$ cat config.mk
export PLATFORM = sky130hd
export DESIGN_NAME = stage_pipe_flat
export DESIGN_NICKNAME = d
export VERILOG_FILES = /design/src/rtl/stage_pipe_pkg.sv /design/src/rtl/stage_pipe_if.sv /design/src/rtl/stage_pipe_slot.sv /design/src/rtl/stage_pipe.sv /design/src/flat_wrapper.sv
export SDC_FILE = /design/constraint.sdc
export NUM_CORES = 1
export LEC_CHECK = 0
export ABC_AREA = 1
export CAP_MARGIN = 40
export CORE_MARGIN = 5
export CORE_UTILIZATION = 38
export DETAILED_ROUTE_END_ITERATION = 10
export GPL_ROUTABILITY_DRIVEN = 1
export GPL_TIMING_DRIVEN = 0
export PLACE_DENSITY = 0.7
export RECOVER_POWER = 25
export SLEW_MARGIN = 25
export SYNTH_ARGS = -nofsm -noshare
export SYNTH_HDL_FRONTEND = slang
export SYNTH_SLANG_ARGS = --single-unit
$ cat constraint.sdc
create_clock -name clk -period 1.15 [get_ports clk]
set_input_delay 0.1725 -clock clk [delete_from_list [all_inputs] [get_ports clk]]
set_output_delay 0.1725 -clock clk [all_outputs]
set_load 0.005 [all_outputs]
$ cat src/rtl/stage_pipe_pkg.sv
// stage_pipe_pkg: shared constants, types and helpers
// for the stage_pipe valid/ready slot chain.
package stage_pipe_pkg;

    localparam int MAX_STAGES = 8;
    localparam int COUNT_W    = 16;

    typedef logic [COUNT_W-1:0] count_t;

    function automatic int occ_w(input int stages);
        return $clog2(stages + 1);
    endfunction

endpackage

$ cat src/rtl/stage_pipe_if.sv
// stage_pipe_if: upstream and downstream valid/ready bundle
// of stage_pipe; slave is the pipe side, master the user side.
interface stage_pipe_if #(
    parameter int DATA_W = 8
);

    logic              in_valid;
    logic              in_ready;
    logic [DATA_W-1:0] in_data;
    logic              out_valid;
    logic              out_ready;
    logic [DATA_W-1:0] out_data;

    modport master (
        output in_valid,
        output in_data,
        output out_ready,
        input  in_ready,
        input  out_valid,
        input  out_data
    );

    modport slave (
        input  in_valid,
        input  in_data,
        input  out_ready,
        output in_ready,
        output out_valid,
        output out_data
    );

endinterface

$ cat src/rtl/stage_pipe_slot.sv
// stage_pipe_slot: one valid/data register of the chain;
// accepts a beat whenever it is empty or being drained.
module stage_pipe_slot
    import stage_pipe_pkg::*;
#(
    parameter int DATA_W = 8
) (
    input  logic              clk,
    input  logic              rst_n,
    input  logic              flush,
    input  logic              i_valid,
    input  logic [DATA_W-1:0] i_data,
    output logic              o_ready,
    input  logic              i_ready_next,
    output logic              o_valid,
    output logic [DATA_W-1:0] o_data
);

    logic              r_valid;
    logic [DATA_W-1:0] r_data;

    assign o_ready = !r_valid || i_ready_next;
    assign o_valid = r_valid;
    assign o_data  = r_data;

    // Valid bit: flush empties the slot, otherwise it follows
    // the upstream valid whenever the slot can take a beat.
    always_ff @(posedge clk or negedge rst_n) begin
        if (!rst_n) begin
            r_valid <= 1'b0;
        end else if (flush) begin
            r_valid <= 1'b0;
        end else if (o_ready) begin
            r_valid <= i_valid;
        end
    end

    // Payload: only loads on an accepted beat, so it holds
    // steady while the slot is stalled; no reset needed.
    always_ff @(posedge clk) begin
        if (o_ready && i_valid) begin
            r_data <= i_data;
        end
    end

endmodule

$ cat src/rtl/stage_pipe.sv
// stage_pipe: STAGES-deep valid/ready register chain.
// Define STAGE_PIPE_CNT_EN to add the xfer_count port.
module stage_pipe
    import stage_pipe_pkg::*;
#(
    parameter int DATA_W = 8,
    parameter int STAGES = 2
) (
    input  logic                       clk,
    input  logic                       rst_n,
    input  logic                       flush,
    stage_pipe_if.slave                bus,
    output logic [occ_w(STAGES)-1:0]   occupancy
`ifdef STAGE_PIPE_CNT_EN
    ,
    output logic [COUNT_W-1:0]         xfer_count
`endif
);

    localparam int OCC_W = occ_w(STAGES);

    if (STAGES < 1 || STAGES > MAX_STAGES) begin : g_bad_stages
        $error("stage_pipe: STAGES must be 1..MAX_STAGES");
    end
    if (DATA_W < 1 || DATA_W > 64) begin : g_bad_width
        $error("stage_pipe: DATA_W must be 1..64");
    end

    logic [STAGES:0]   w_valid;
    logic [STAGES:0]   w_ready;
    logic [DATA_W-1:0] w_data [STAGES+1];
    logic              w_in_fire;
    logic              w_out_fire;
    logic [OCC_W-1:0]  r_occ;

    assign w_valid[0]      = bus.in_valid;
    assign w_data[0]       = bus.in_data;
    assign w_ready[STAGES] = bus.out_ready;

    assign bus.in_ready  = w_ready[0] && !flush && rst_n;
    assign bus.out_valid = w_valid[STAGES];
    assign bus.out_data  = w_data[STAGES];

    assign w_in_fire  = bus.in_valid && bus.in_ready;
    assign w_out_fire = w_valid[STAGES] && bus.out_ready;

    for (genvar k = 0; k < STAGES; k++) begin : g_slot
        stage_pipe_slot #(
            .DATA_W (DATA_W)
        ) u_slot (
            .clk          (clk),
            .rst_n        (rst_n),
            .flush        (flush),
            .i_valid      (w_valid[k]),
            .i_data       (w_data[k]),
            .o_ready      (w_ready[k]),
            .i_ready_next (w_ready[k+1]),
            .o_valid      (w_valid[k+1]),
            .o_data       (w_data[k+1])
        );
    end

    // Occupancy: only the ends of the chain change the beat
    // count; internal slot-to-slot moves leave it unchanged.
    always_ff @(posedge clk or negedge rst_n) begin
        if (!rst_n) begin
            r_occ <= '0;
        end else if (flush) begin
            r_occ <= '0;
        end else if (w_in_fire && !w_out_fire) begin
            r_occ <= r_occ + 1'b1;
        end else if (!w_in_fire && w_out_fire) begin
            r_occ <= r_occ - 1'b1;
        end
    end

    assign occupancy = r_occ;

`ifdef STAGE_PIPE_CNT_EN
    count_t r_xfer;

    // Output transfer counter; a drain during flush still
    // completed, so flush does not touch it.
    always_ff @(posedge clk or negedge rst_n) begin
        if (!rst_n) begin
            r_xfer <= '0;
        end else if (w_out_fire) begin
            r_xfer <= r_xfer + 1'b1;
        end
    end

    assign xfer_count = r_xfer;
`endif

endmodule

$ cat src/flat_wrapper.sv
// flat-port wrapper written by rule: the top's interface ports become plain ports
module stage_pipe_flat import stage_pipe_pkg::*;
#(
    parameter int DATA_W = 8,
    parameter int STAGES = 2
)
  (clk, rst_n, flush, occupancy, bus_in_valid, bus_in_data, bus_out_ready, bus_in_ready, bus_out_valid, bus_out_data);
  stage_pipe_if #(.DATA_W(DATA_W)) bus_i ();
  input  logic clk;
  input  logic rst_n;
  input  logic flush;
  output logic [occ_w(STAGES)-1:0] occupancy;
  input wire logic [$bits(bus_i.in_valid)-1:0] bus_in_valid;
  input wire logic [$bits(bus_i.in_data)-1:0] bus_in_data;
  input wire logic [$bits(bus_i.out_ready)-1:0] bus_out_ready;
  output wire logic [$bits(bus_i.in_ready)-1:0] bus_in_ready;
  output wire logic [$bits(bus_i.out_valid)-1:0] bus_out_valid;
  output wire logic [$bits(bus_i.out_data)-1:0] bus_out_data;
  assign bus_i.in_valid = bus_in_valid;
  assign bus_i.in_data = bus_in_data;
  assign bus_i.out_ready = bus_out_ready;
  assign bus_in_ready = bus_i.in_ready;
  assign bus_out_valid = bus_i.out_valid;
  assign bus_out_data = bus_i.out_data;
  stage_pipe #(.DATA_W(DATA_W), .STAGES(STAGES)) u_core (.clk(clk), .rst_n(rst_n), .flush(flush), .bus(bus_i), .occupancy(occupancy));
endmodule
-- After elaboration in Yosys (flattened, before gate mapping)
Cells that the tools add are included.
W data, S select, Z words.
- reductions and logical operators: 18
- $add $sub $neg: 2
- mux-type cells: 7
- operators with widths (operator ; number):
    $logic_and A1 B1 Y1 ; 8
    $mux W2 ; 3
    $logic_not A1 Y1 ; 5
    $mux W1 ; 4
    $reduce_bool A2 Y1 ; 2
    $reduce_bool A3 Y1 ; 1
    $add A2 B1 Y2 const B ; 1
    $logic_or A1 B1 Y1 ; 2
    $sub A2 B1 Y2 const B ; 1
- register bits: 20
- logic and storage cells: 32
- bits of input ports: 13

-- Logic depth before layout (Yosys ltp)
- depth after elaboration: 11
- depth in mapped cells: 7
- gate-level depth less buffers: 7

-- By module
Synthesis repeated with hierarchy kept, for this count alone.
- cell total of the unflattened synthesis: 58
- area total of the unflattened synthesis: 750.7 sq um
- modules (own cells, without submodules) (module ; area each (sq um) ; cells an instance ; times used):
    stage_pipe_slot ; 296.5 ; 16 ; 2
    stage_pipe ; 157.7 ; 26 ; 1

-- Worst setup path before layout
No wires, ideal clock.
- path type: flip-flop to flip-flop
- start: register u_core.g_slot[1].u_slot.r_valid
- end: register u_core.g_slot[1].u_slot.r_data[0], enable pin
- setup time: 0.375 ns
- buffers on the path: 0
- stages on the path, launching flop included: 2
- data required time: 0.775 ns
- arrival: 0.901 ns
- slack: -0.127 ns
- cells stage by stage: dfrtp_1 a21oi_1
- cells in the longest elaborated chain, start to end: 3
- RTL lines (item ; RTL line ; RTL):
    from (decl) ; stage_pipe_slot.sv:19 ; logic r_valid;
    from (signal assigned) ; stage_pipe_slot.sv:34 ; r_valid <= i_valid;
    $logic_not A1 Y1 ; stage_pipe_slot.sv:22 ; assign o_ready = !r_valid || i_ready_next;
    $logic_or A1 B1 Y1 ; stage_pipe_slot.sv:22 ;
    $logic_and A1 B1 Y1 ; stage_pipe_slot.sv:41 ; if (o_ready && i_valid) begin
    to (signal assigned) ; stage_pipe_slot.sv:42 ; r_data <= i_data;
    to (decl) ; stage_pipe_slot.sv:20 ; logic [DATA_W-1:0] r_data;
No other way between the ends.
A chain may end at the register's enable or synchronous reset.

-- Worst setup path after layout
- start: register u_core.g_slot[1].u_slot.r_valid
- end: output bus_in_ready
- cells in the longest elaborated chain, start to end: 5
- RTL lines (item ; RTL line ; RTL):
    $logic_not A1 Y1 ; stage_pipe_slot.sv:22 ;
    $logic_or A1 B1 Y1 (2 in series) ; stage_pipe_slot.sv:22 ;
    $logic_and A1 B1 Y1 (2 in series) ; stage_pipe.sv:40 ; assign bus.in_ready = w_ready[0] && !flush && rst_n;
    to (decl) ; flat_wrapper.sv:16 ; output wire logic [$bits(bus_i.in_ready)-1:0] bus_in_ready;
No other way between the ends.

==> metrics.json <==
{
  "status": {"value": "finished with violations"},
  "violated_checks": {"value": "setup timing"},
  "internal_power": {"value": 1.27, "unit": "mW"},
  "switchingPower": {"value": 0.311, "unit": "mW"},
  "vias": {"value": 500},
  "grt_setup_unrepaired": {"value": "yes"},
  "setup-tns-final": {"value": -173, "unit": "ps"},
  "wl_per_cell": {"value": 11.9, "unit": "um"},
  "firstDrtPassIters": {"value": 2},
  "post_synth_instance_area": {"value": 738, "unit": "um^2"},
  "gp_congestion": {"value": 0.739},
  "grt_first_pass_wirelength": {"value": 2160, "unit": "um"},
  "netlist.area_leader.share": {"value": 65.1, "unit": "%"},
  "timing.critical_path.slowest_stage_cell": {"value": "dfrtp_2"},
  "final_layout_size_suffix_gt1_share": {"value": 25.9, "unit": "%"},
  "fin_crit": {"value": 1260, "unit": "ps"},
  "worst_path_largest_cell_delay": {"value": 420, "unit": "ps"},
  "io-pin-count": {"value": 25},
  "least_setup_slack_across_all_paths_after_layout": {"value": -110, "unit": "ps"},
  "yosys_warnings": {"value": 0},
  "vias_in_the_first_global_route": {"value": 501},
  "full_die_area": {"value": 2920, "unit": "um^2"},
  "switching_share": {"value": 19.6, "unit": "%"},
  "maxCapViolCount": {"value": 0},
  "critical_path_buf_inv_count": {"value": 3},
  "via_per_inst": {"value": 4.46},
  "synthFlopType": {"value": "edfxtp_1"},
  "startpoint_type": {"value": "flop"},
  "port-buffer-count": {"value": 24},
  "clk_pin_slew_worst_setup_hold_paths": {"value": 110, "unit": "ps"},
  "setup_viol": {"value": 7},
  "grt_antenna_before_repair": {"value": 0},
  "clk_root_buffer_cell": {"value": "clkbuf_4"},
  "hold_viol": {"value": 0},
  "clock-skew-final": {"value": 8.39, "unit": "ps"},
  "core_area": {"value": 1900, "unit": "um^2"},
  "detail_route.iter0.violations": {"value": 3},
  "hpwl": {"value": 933, "unit": "um"},
  "synth_top_cell_by_area": {"value": "edfxtp_1"},
  "cts.path.max_buffers": {"value": 2},
  "placement_rows": {"value": 16},
  "net_count_after_synthesis": {"value": 64},
  "remaining_drc_errors": {"value": 0},
  "synth_most_common_cell": {"value": "edfxtp_1"},
  "ant_nets": {"value": 0},
  "cp.required": {"value": 980, "unit": "ps"},
  "number_of_standard_cells_after_synthesis": {"value": 51},
  "synth.avg_cell_area": {"value": 14.5, "unit": "um^2"},
  "synth-async-reset-ratio": {"value": 20.0, "unit": "%"},
  "worstPathMaxFanout": {"value": 2},
  "clock_sinks": {"value": 20},
  "area_delta_synth_final": {"value": 54.1, "unit": "%"},
  "synth_common_cells": {"value": "edfxtp_1, nand2_1, inv_1"},
  "post_synth_main_area_contributors": {"value": "edfxtp_1, dfrtp_1, nand2_1, inv_1, nand3_1"},
  "finalMaxSlewViolations": {"value": 0},
  "groute.usage.overall": {"value": 10.8, "unit": "%"},
  "tightest_slew": {"value": 266, "unit": "ps"},
  "initial_utilization": {"value": 38.8, "unit": "%"},
  "criticalPathCategory": {"value": "flop to output port"},
  "power_leakage": {"value": 0.465, "unit": "nW"},
  "seq_power_share": {"value": 53.3, "unit": "%"},
  "antenna_cells": {"value": 0},
  "ys_seq_area_share": {"value": 78.6, "unit": "%"},
  "power.density_cell_area": {"value": 1390, "unit": "nW/um^2"},
  "ir_drop": {"value": 0.773, "unit": "mV"},
  "comb_power_share": {"value": 11.2, "unit": "%"},
  "chipWidth": {"value": 54.1, "unit": "um"},
  "critical_path.cell_chain": {"value": "buf_6, nand3_4, nand2_2, inv_1, buf_2"},
  "synth_cell_type_count": {"value": 15},
  "clock_insertion_delay_worst_skew": {"value": 300, "unit": "ps"},
  "hold_slack": {"value": 315, "unit": "ps"},
  "postSynthRegisterBits": {"value": 20},
  "fmax": {"value": 794, "unit": "MHz"},
  "hold_path.class": {"value": "input port to flop"},
  "worstPathArrival": {"value": 1090, "unit": "ps"},
  "tritoncts": {"value": "built"},
  "grt_overflow": {"value": 0},
  "type_of_destination_of_the_critical_path": {"value": "output port"},
  "clock_tree.htree_level_count": {"value": 1},
  "cp_top_family": {"value": "flip-flops"},
  "power_share_of_the_clock_group": {"value": 35.6, "unit": "%"},
  "slew-limit-headroom": {"value": 82.3, "unit": "%"},
  "chipHeight": {"value": 54.1, "unit": "um"},
  "cts_buffers": {"value": 3},
  "detail_route.wirelength": {"value": 1330, "unit": "um"},
  "final_net_count": {"value": 99},
  "grt_start_max_net_pins": {"value": 13},
  "edff_count_synth": {"value": 16},
  "tcrit_tclk_final": {"value": 110, "unit": "%"}
}
[worst paths after layout]
| path | to | slack [ps] | start | cells past startpoint |
|---|---|---|---|---|
| max | bus_in_ready | -110 | u_core.g_slot[1].u_slot.o_valid$_DFFE_PN0P_ | 5 |
| min | u_core.g_slot[1].u_slot.o_valid$_DFFE_PN0P_ | 310 | flush | 2 |
| max reg2reg | u_core.occupancy[0]$_DFFE_PN0P_ | -40 | u_core.g_slot[1].u_slot.o_valid$_DFFE_PN0P_ | 8 |
| min reg2reg | u_core.g_slot[1].u_slot.o_data[3]$_DFFE_PP_ | 430 | u_core.g_slot[0].u_slot.o_data[3]$_DFFE_PP_ | 0 |
| max in group asynchronous | u_core.g_slot[1].u_slot.o_valid$_DFFE_PN0P_ | 550 | rst_n | 2 |
| min in group asynchronous | u_core.occupancy[0]$_DFFE_PN0P_ | 390 | rst_n | 2 |
[final cells by class]
type | instances | area (um^2)
clock buffer | 3 | 22.5
clock inverter | 1 | 30.0
fill | 163 | 764
inverter | 7 | 33.8
multi-input combinational | 24 | 163
sequential | 20 | 582
tap | 27 | 33.8
timing repair buffer | 30 | 273
[worst reg2reg max path: stages (launching register included)]
cell     delay, ps
dfrtp_2        420
buf_6          120
nand3_4         70
buf_6          120
nand3_1         90
nand2_2        100
nand3_1         60
nand2_1         70
nand2_1         50
[what timing repair did]
item	4_1_cts	5_1_grt
setup endpoints to repair	30	27
pin swaps	1	0
hold buffers	1	0
gates resized for setup	29	12
endpoints found under the hold margin	4	0
cloned	0	0
setup buffers	5	0
[state kept, by name (all words and copies together) (netlist names)]
signal	flops
u_core.occupancy	2
u_core.g_slot.u_slot.o_data	16
u_core.g_slot.u_slot.o_valid	2
[per-stage QoR]
step	total power [mW]	setup slack (ps)	area (um^2)	cells	util, %
floorplan	0.917	51.9	742	51	-
global placement	1.02	-632	1020	102	53.4
detailed placement	1.03	-650	1020	102	53.4
CTS	1.59	-125	1130	112	59.4
global route	1.65	-190	1140	112	59.8
finish	1.59	-110	1140	112	59.8
[cells in the final DEF (no fill, tap or decap), drive strengths merged, types with 2 or more instances in the layout]
cell,n
a21oi,2
dfrtp,4
edfxtp,16
clkdlybuf4s50,2
o21ai,2
nand4,3
nand3,4
clkdlybuf4s15,6
nor2,2
inv,7
nand2,10
buf,6
dlygate4sd2,6
clkbuf,5
dlygate4sd3,8
[cells by family after synthesis]
kind of cell / synth area share (%)
buffers and inverters: 3.56
AOI/OAI and AO/OA: 2.71
DFF: 78.6
xor gates and xnor gates: 1.19
and+or+nand+nor: 13.9
[layer usage]
metal  routed length (um)  track usage, %
met5                    0               0
met4                    8            5.81
met3                  106            4.71
met2                  637            16.9
met1                  578            12.4
[power by group through the flow]
stage / clock network (mW) / registers [mW] / logic, mW
2_1_floorplan: 0 / 0.865 / 0.0516
3_3_place_gp: 0 / 0.864 / 0.158
3_5_place_dp: 0 / 0.866 / 0.160
4_1_cts: 0.566 / 0.844 / 0.179
5_1_grt: 0.607 / 0.849 / 0.197
6_report: 0.564 / 0.845 / 0.177
No activity file was read; power rests on OpenSTA's default activity.
